--- config.mk ---
export PLATFORM = sky130hd
export DESIGN_NAME = mdu_sched
export DESIGN_NICKNAME = d
export VERILOG_FILES = /design/src/rtl/mdu_pkg.sv /design/src/rtl/mdu_lat_counter.sv /design/src/rtl/mdu_sched.sv
export SDC_FILE = /design/constraint.sdc
export NUM_CORES = 1
export LEC_CHECK = 0
export CORE_AREA = 2 2 39 41
export DETAILED_ROUTE_END_ITERATION = 8
export DIE_AREA = 0 0 41 43
export GPL_TIMING_DRIVEN = 0
export PLACE_DENSITY_LB_ADDON = 0.12
export SLEW_MARGIN = 20
export SYNTH_ARGS = -nofsm -noshare
export SYNTH_HDL_FRONTEND = slang
export SYNTH_HIERARCHICAL = 1
export SYNTH_SLANG_ARGS = --single-unit
--- constraint.sdc ---
create_clock -name clk_i -period 6.39 [get_ports clk_i]
set_clock_uncertainty 0.05 [all_clocks]
set_input_delay 0.9585 -clock clk_i [delete_from_list [all_inputs] [get_ports clk_i]]
set_output_delay 0.9585 -clock clk_i [all_outputs]
set_load 0.05 [all_outputs]
--- src/rtl/mdu_pkg.sv ---
// Shared MDU encodings: request opcodes, datapath select, scheduler states and latencies.
// The MDU datapath uses the same mdu_sel_e constants.
package mdu_pkg;

    typedef enum logic [2:0] {
        OpMult  = 3'd0,
        OpMultu = 3'd1,
        OpDiv   = 3'd2,
        OpDivu  = 3'd3,
        OpMfhi  = 3'd4,
        OpMflo  = 3'd5,
        OpMthi  = 3'd6,
        OpMtlo  = 3'd7
    } mdu_op_e;

    typedef enum logic [1:0] {
        SelMult  = 2'd0,
        SelMultu = 2'd1,
        SelDiv   = 2'd2,
        SelDivu  = 2'd3
    } mdu_sel_e;

    typedef enum logic [1:0] {
        StIdle   = 2'd0,
        StMulRun = 2'd1,
        StDivRun = 2'd2
    } mdu_state_e;

    localparam logic [3:0] MUL_LAT = 4'd5;
    localparam logic [3:0] DIV_LAT = 4'd10;

    function automatic logic is_mul_op(logic [2:0] op);
        return (op == OpMult) || (op == OpMultu);
    endfunction

    function automatic logic is_div_op(logic [2:0] op);
        return (op == OpDiv) || (op == OpDivu);
    endfunction

endpackage

--- src/rtl/mdu_lat_counter.sv ---
// 4-bit latency down-counter for the MDU scheduler.
// Priority is clear > load > decrement; it saturates at zero.
module mdu_lat_counter (
    input  logic       clk_i,
    input  logic       rst_i,
    input  logic       load_i,
    input  logic [3:0] load_val_i,
    input  logic       clr_i,
    input  logic       dec_i,
    output logic       zero_o,
    output logic       one_o
);

    logic [3:0] cnt_d, cnt_q;

    always_comb begin
        cnt_d = cnt_q;
        if (clr_i) begin
            cnt_d = 4'd0;
        end else if (load_i) begin
            cnt_d = load_val_i;
        end else if (dec_i && (cnt_q != 4'd0)) begin
            cnt_d = cnt_q - 4'd1;
        end
    end

    always_ff @(posedge clk_i or posedge rst_i) begin
        if (rst_i) begin
            cnt_q <= 4'd0;
        end else begin
            cnt_q <= cnt_d;
        end
    end

    assign zero_o = (cnt_q == 4'd0);
    assign one_o  = (cnt_q == 4'd1);

endmodule

--- src/rtl/mdu_sched.sv ---
// MDU issue scheduler: accepts MDU-class ops in IDLE, launches mul/div and times completion.
// Define MDU_SCHED_CANCEL_EN to let flush cancel an in-flight multiply/divide (abort pulse).
module mdu_sched
    import mdu_pkg::*;
(
    input  logic       clk_i,
    input  logic       rst_i,
    input  logic       req_valid_i,
    input  logic [2:0] req_op_i,
    input  logic       flush_i,
    output logic       req_ready_o,
    output logic       stall_o,
    output logic       start_o,
    output logic [1:0] mdu_sel_o,
    output logic       hi_en_o,
    output logic       lo_en_o,
    output logic       busy_o,
    output logic       done_o,
    output logic       abort_o
);

    mdu_state_e state_q;
    mdu_sel_e   sel_q;

    logic running;
    logic accept;
    logic acc_mul;
    logic acc_div;
    logic cancel;
    logic cnt_zero;
    logic cnt_one;

    assign running     = (state_q != StIdle);
    assign req_ready_o = ~running;
    // Gate on reset so nothing launches while the async reset is held.
    assign accept      = req_valid_i & req_ready_o & ~flush_i & ~rst_i;
    assign acc_mul     = accept & is_mul_op(req_op_i);
    assign acc_div     = accept & is_div_op(req_op_i);

`ifdef MDU_SCHED_CANCEL_EN
    assign cancel = running & flush_i;
`else
    assign cancel = 1'b0;
`endif

    assign stall_o   = req_valid_i & ~req_ready_o & ~flush_i;
    assign start_o   = acc_mul | acc_div;
    assign mdu_sel_o = start_o ? req_op_i[1:0] : sel_q;
    assign hi_en_o   = accept & (req_op_i == OpMthi);
    assign lo_en_o   = accept & (req_op_i == OpMtlo);
    assign busy_o    = running;
    assign done_o    = running & cnt_one & ~cancel;
    assign abort_o   = cancel;

    mdu_lat_counter u_lat_counter (
        .clk_i      (clk_i),
        .rst_i      (rst_i),
        .load_i     (start_o),
        .load_val_i (acc_mul ? MUL_LAT : DIV_LAT),
        .clr_i      (cancel),
        .dec_i      (running & ~cnt_zero),
        .zero_o     (cnt_zero),
        .one_o      (cnt_one)
    );

    always_ff @(posedge clk_i or posedge rst_i) begin
        if (rst_i) begin
            state_q <= StIdle;
            sel_q   <= SelMult;
        end else begin
            if (start_o) begin
                sel_q <= mdu_sel_e'(req_op_i[1:0]);
            end
            unique case (state_q)
                StIdle: begin
                    if (acc_mul) begin
                        state_q <= StMulRun;
                    end else if (acc_div) begin
                        state_q <= StDivRun;
                    end
                end
                StMulRun, StDivRun: begin
                    if (cancel || cnt_one) begin
                        state_q <= StIdle;
                    end
                end
                default: state_q <= StIdle;
            endcase
        end
    end

endmodule

==> summary.txt <==
Status = completed
Slew Limit Fails = 0
Die height = 43 um
Hold crit path type = reg -> reg
Crit path arrival time = 3.08 ns
IO buf count = 15
Max H-tree Level = 1
Synth unique cells = 31
Row count = 14
Setup violators final = 0
Core area = 0.00138 mm2
Worst reg2reg endpoint = u_lat_counter/cnt_q[3]$_DFFE_PP0P_
CP startpoint kind = input port
Post-route DRC = 0
Hold Crit Start = sel_q[1]$_DFF_PP0_
Worst setup path class = in -> out
Starting Density = 0.441
Pre-CTS setup slack = 2.32 ns
Largest buffer count on any clock path = 2
DR vias/cell = 4.93
Max-Cap Viols = 0
Routed vias = 518
Crit Path Max Fanout = 6
Die X = 41 um
Worst Hold Path EP = sel_q[1]$_DFF_PP0_
TritonRoute pass-1 iters = 3
Iteration-0 DRC Markers = 9
First-pass GRT wire length = 2100 um
GR Util All Layers = 0.178
FF-to-FF path depth = 8
Initial antenna violation count = 0
# diodes = 0
Post-CTS setup buffer count = 0
Ports = 17
Hold Path Depth = 1
Reg2reg start = u_lat_counter/cnt_q[0]$_DFFE_PP0P_
Clock Tree Root = clkbuf_4
Syn_area_per_cell = 9.39 um2
Dpl hpwl = 1000 um
Post-Synthesis Cells = 65
Nets = 102
Worst skew pair latency = 0.25 ns
Reg clk slew, reported paths = 0.05 ns
Req. time, crit path = 5.38 ns
Final Hold Fails = 0
Final period util = 0.639
Leakage = 0.000360 uW
Crit. End Element = output port
Num CTS Buffers = 3
Drt wl/cell = 12.2 um
Seq/Total Area, Yosys = 0.328
Area of the mapped netlist = 611 um2
RSZ-0062 raised after global routing = no
Final GP Congestion = 0.736
Most frequent cells in the layout = 15 x clkdlybuf4s50_1, 12 x inv_1, 8 x dfrtp_1, 7 x nor2_1, 7 x conb_1
GRT Residual Overflow = 0
R2r setup slk = 4.09 ns
Share of post-route cells with drive strength above 1 = 0.135
Hold buffers post-CTS = 0
Fmax = 245 MHz
Worst slew pin tran = 0.499 ns
Post-cts sizing count = 0
Commonest non-fill, non-tap cell in the layout = clkdlybuf4s50_1
Slew margin rel. = 0.666
CTS tree = yes
Final min period = 4.08 ns
Pwr Density = 293 mW/mm2
VDD IR max = 148 uV
Clock sink total = 8
Setup TNS = 0 ns
Hold slack = 0.448 ns
WL final = 1280 um
YS warnings = 6
Yosys reg bits = 8
Number of global-route vias before repair = 515
Routed Antenna Nets = 0
Synth-to-layout area growth = 35.2%
Largest net degree at the start of global routing = 9
Die area = 0.00176 mm2
Final worst slack = 2.31 ns
==> final cells by class <==
class,count,area [um2]
sequential,8,200
inverter,12,45.0
clock buffer,3,22.5
timing repair buffer,15,150
buffer,1,7.51
fill,144,558
tap,16,20.0
multi-input combinational,50,380
==> stage by stage <==
stage	area [um2]	power, uW	std cells	util
CTS	826	245	105	0.597
floorplan	633	166	71	-
finish	826	242	105	0.597
detailed placement	803	204	102	0.580
global placement	803	202	102	0.580
global route	826	258	105	0.597
==> worst max path at each step <==
stage / end / start / cells after the start
4_1_cts: start_o / rst_i / 5
3_3_place_gp: start_o / rst_i / 5
6_report: start_o / rst_i / 5
3_5_place_dp: start_o / rst_i / 5
5_1_grt: start_o / rst_i / 5
2_1_floorplan: stall_o / req_valid_i / 1
==> kinds of logic (layout without fill, tap and decap cells) <==
kind of cell / after synthesis / count (layout) / share of synthesized area
other: 1 / 7 / 0.00614
AND/OR/NAND/NOR: 26 / 26 / 0.271
AO/OA/AOI/OAI: 10 / 10 / 0.162
adder cells (fa/ha/maj): 4 / 4 / 0.0820
buffers and inverters: 13 / 31 / 0.0861
multiplexers: 3 / 3 / 0.0656
flip-flops: 8 / 8 / 0.328
==> metal layers <==
| metal | track usage | up-vias | routed length (um) |
|---|---|---|---|
| li1 | - | 264 | - |
| met1 | 0.209 | 239 | 560 |
| met2 | 0.275 | 13 | 633 |
| met3 | 0.0366 | 2 | 71 |
| met4 | 0.120 | 0 | 12 |
| met5 | 0 | - | 0 |
==> flip-flops by register name, summed over array words and instances (netlist names) <==
| signal | count |
|---|---|
| state_q | 2 |
| u_lat_counter/cnt_q | 4 |
| sel_q | 2 |
==> critical path: stages <==
cell and delay, ns:
clkdlybuf4s50_1 0.50, nor4b_4 0.39, nand2_2 0.16, inv_1 0.22, clkdlybuf4s50_1 0.85
==> power by group <==
part	total (uW)	switching (uW)	leakage [uW]	internal, uW
combinational	137	84.8	0.000240	51.7
sequential	66.7	4.97	0.000106	61.8
clock	38.4	16.9	0.0000138	21.5
total	242	107	0.000360	135
==> cell usage after synthesis <==
cell | number | share of area
a311oi_1 | 1 | 0.014
dfrtp_1 | 8 | 0.33
conb_1 | 1 | 0.0061
nor2b_1 | 2 | 0.020
o32ai_1 | 1 | 0.014
or3_1 | 1 | 0.010
ha_1 | 4 | 0.082
nand2_1 | 3 | 0.018
mux2i_1 | 1 | 0.016
o22ai_1 | 1 | 0.010
or2_2 | 1 | 0.010
a21oi_1 | 1 | 0.0082
a21o_1 | 1 | 0.012
nand2b_1 | 1 | 0.010
or3b_4 | 1 | 0.018
a221oi_1 | 1 | 0.014
o21a_1 | 1 | 0.012
nand4_1 | 1 | 0.010
mux2_4 | 2 | 0.049
a2111oi_4 | 1 | 0.045
inv_1 | 12 | 0.074
nor4b_4 | 1 | 0.039
nor3_1 | 1 | 0.0082
buf_4 | 1 | 0.012
nand2_2 | 1 | 0.010
nand3_1 | 1 | 0.0082
nor3b_1 | 4 | 0.049
nor2_1 | 7 | 0.043
a311o_2 | 1 | 0.018
a211oi_1 | 1 | 0.012
nor4b_1 | 1 | 0.014
Note: power is estimated with default switching activity, not from simulation.
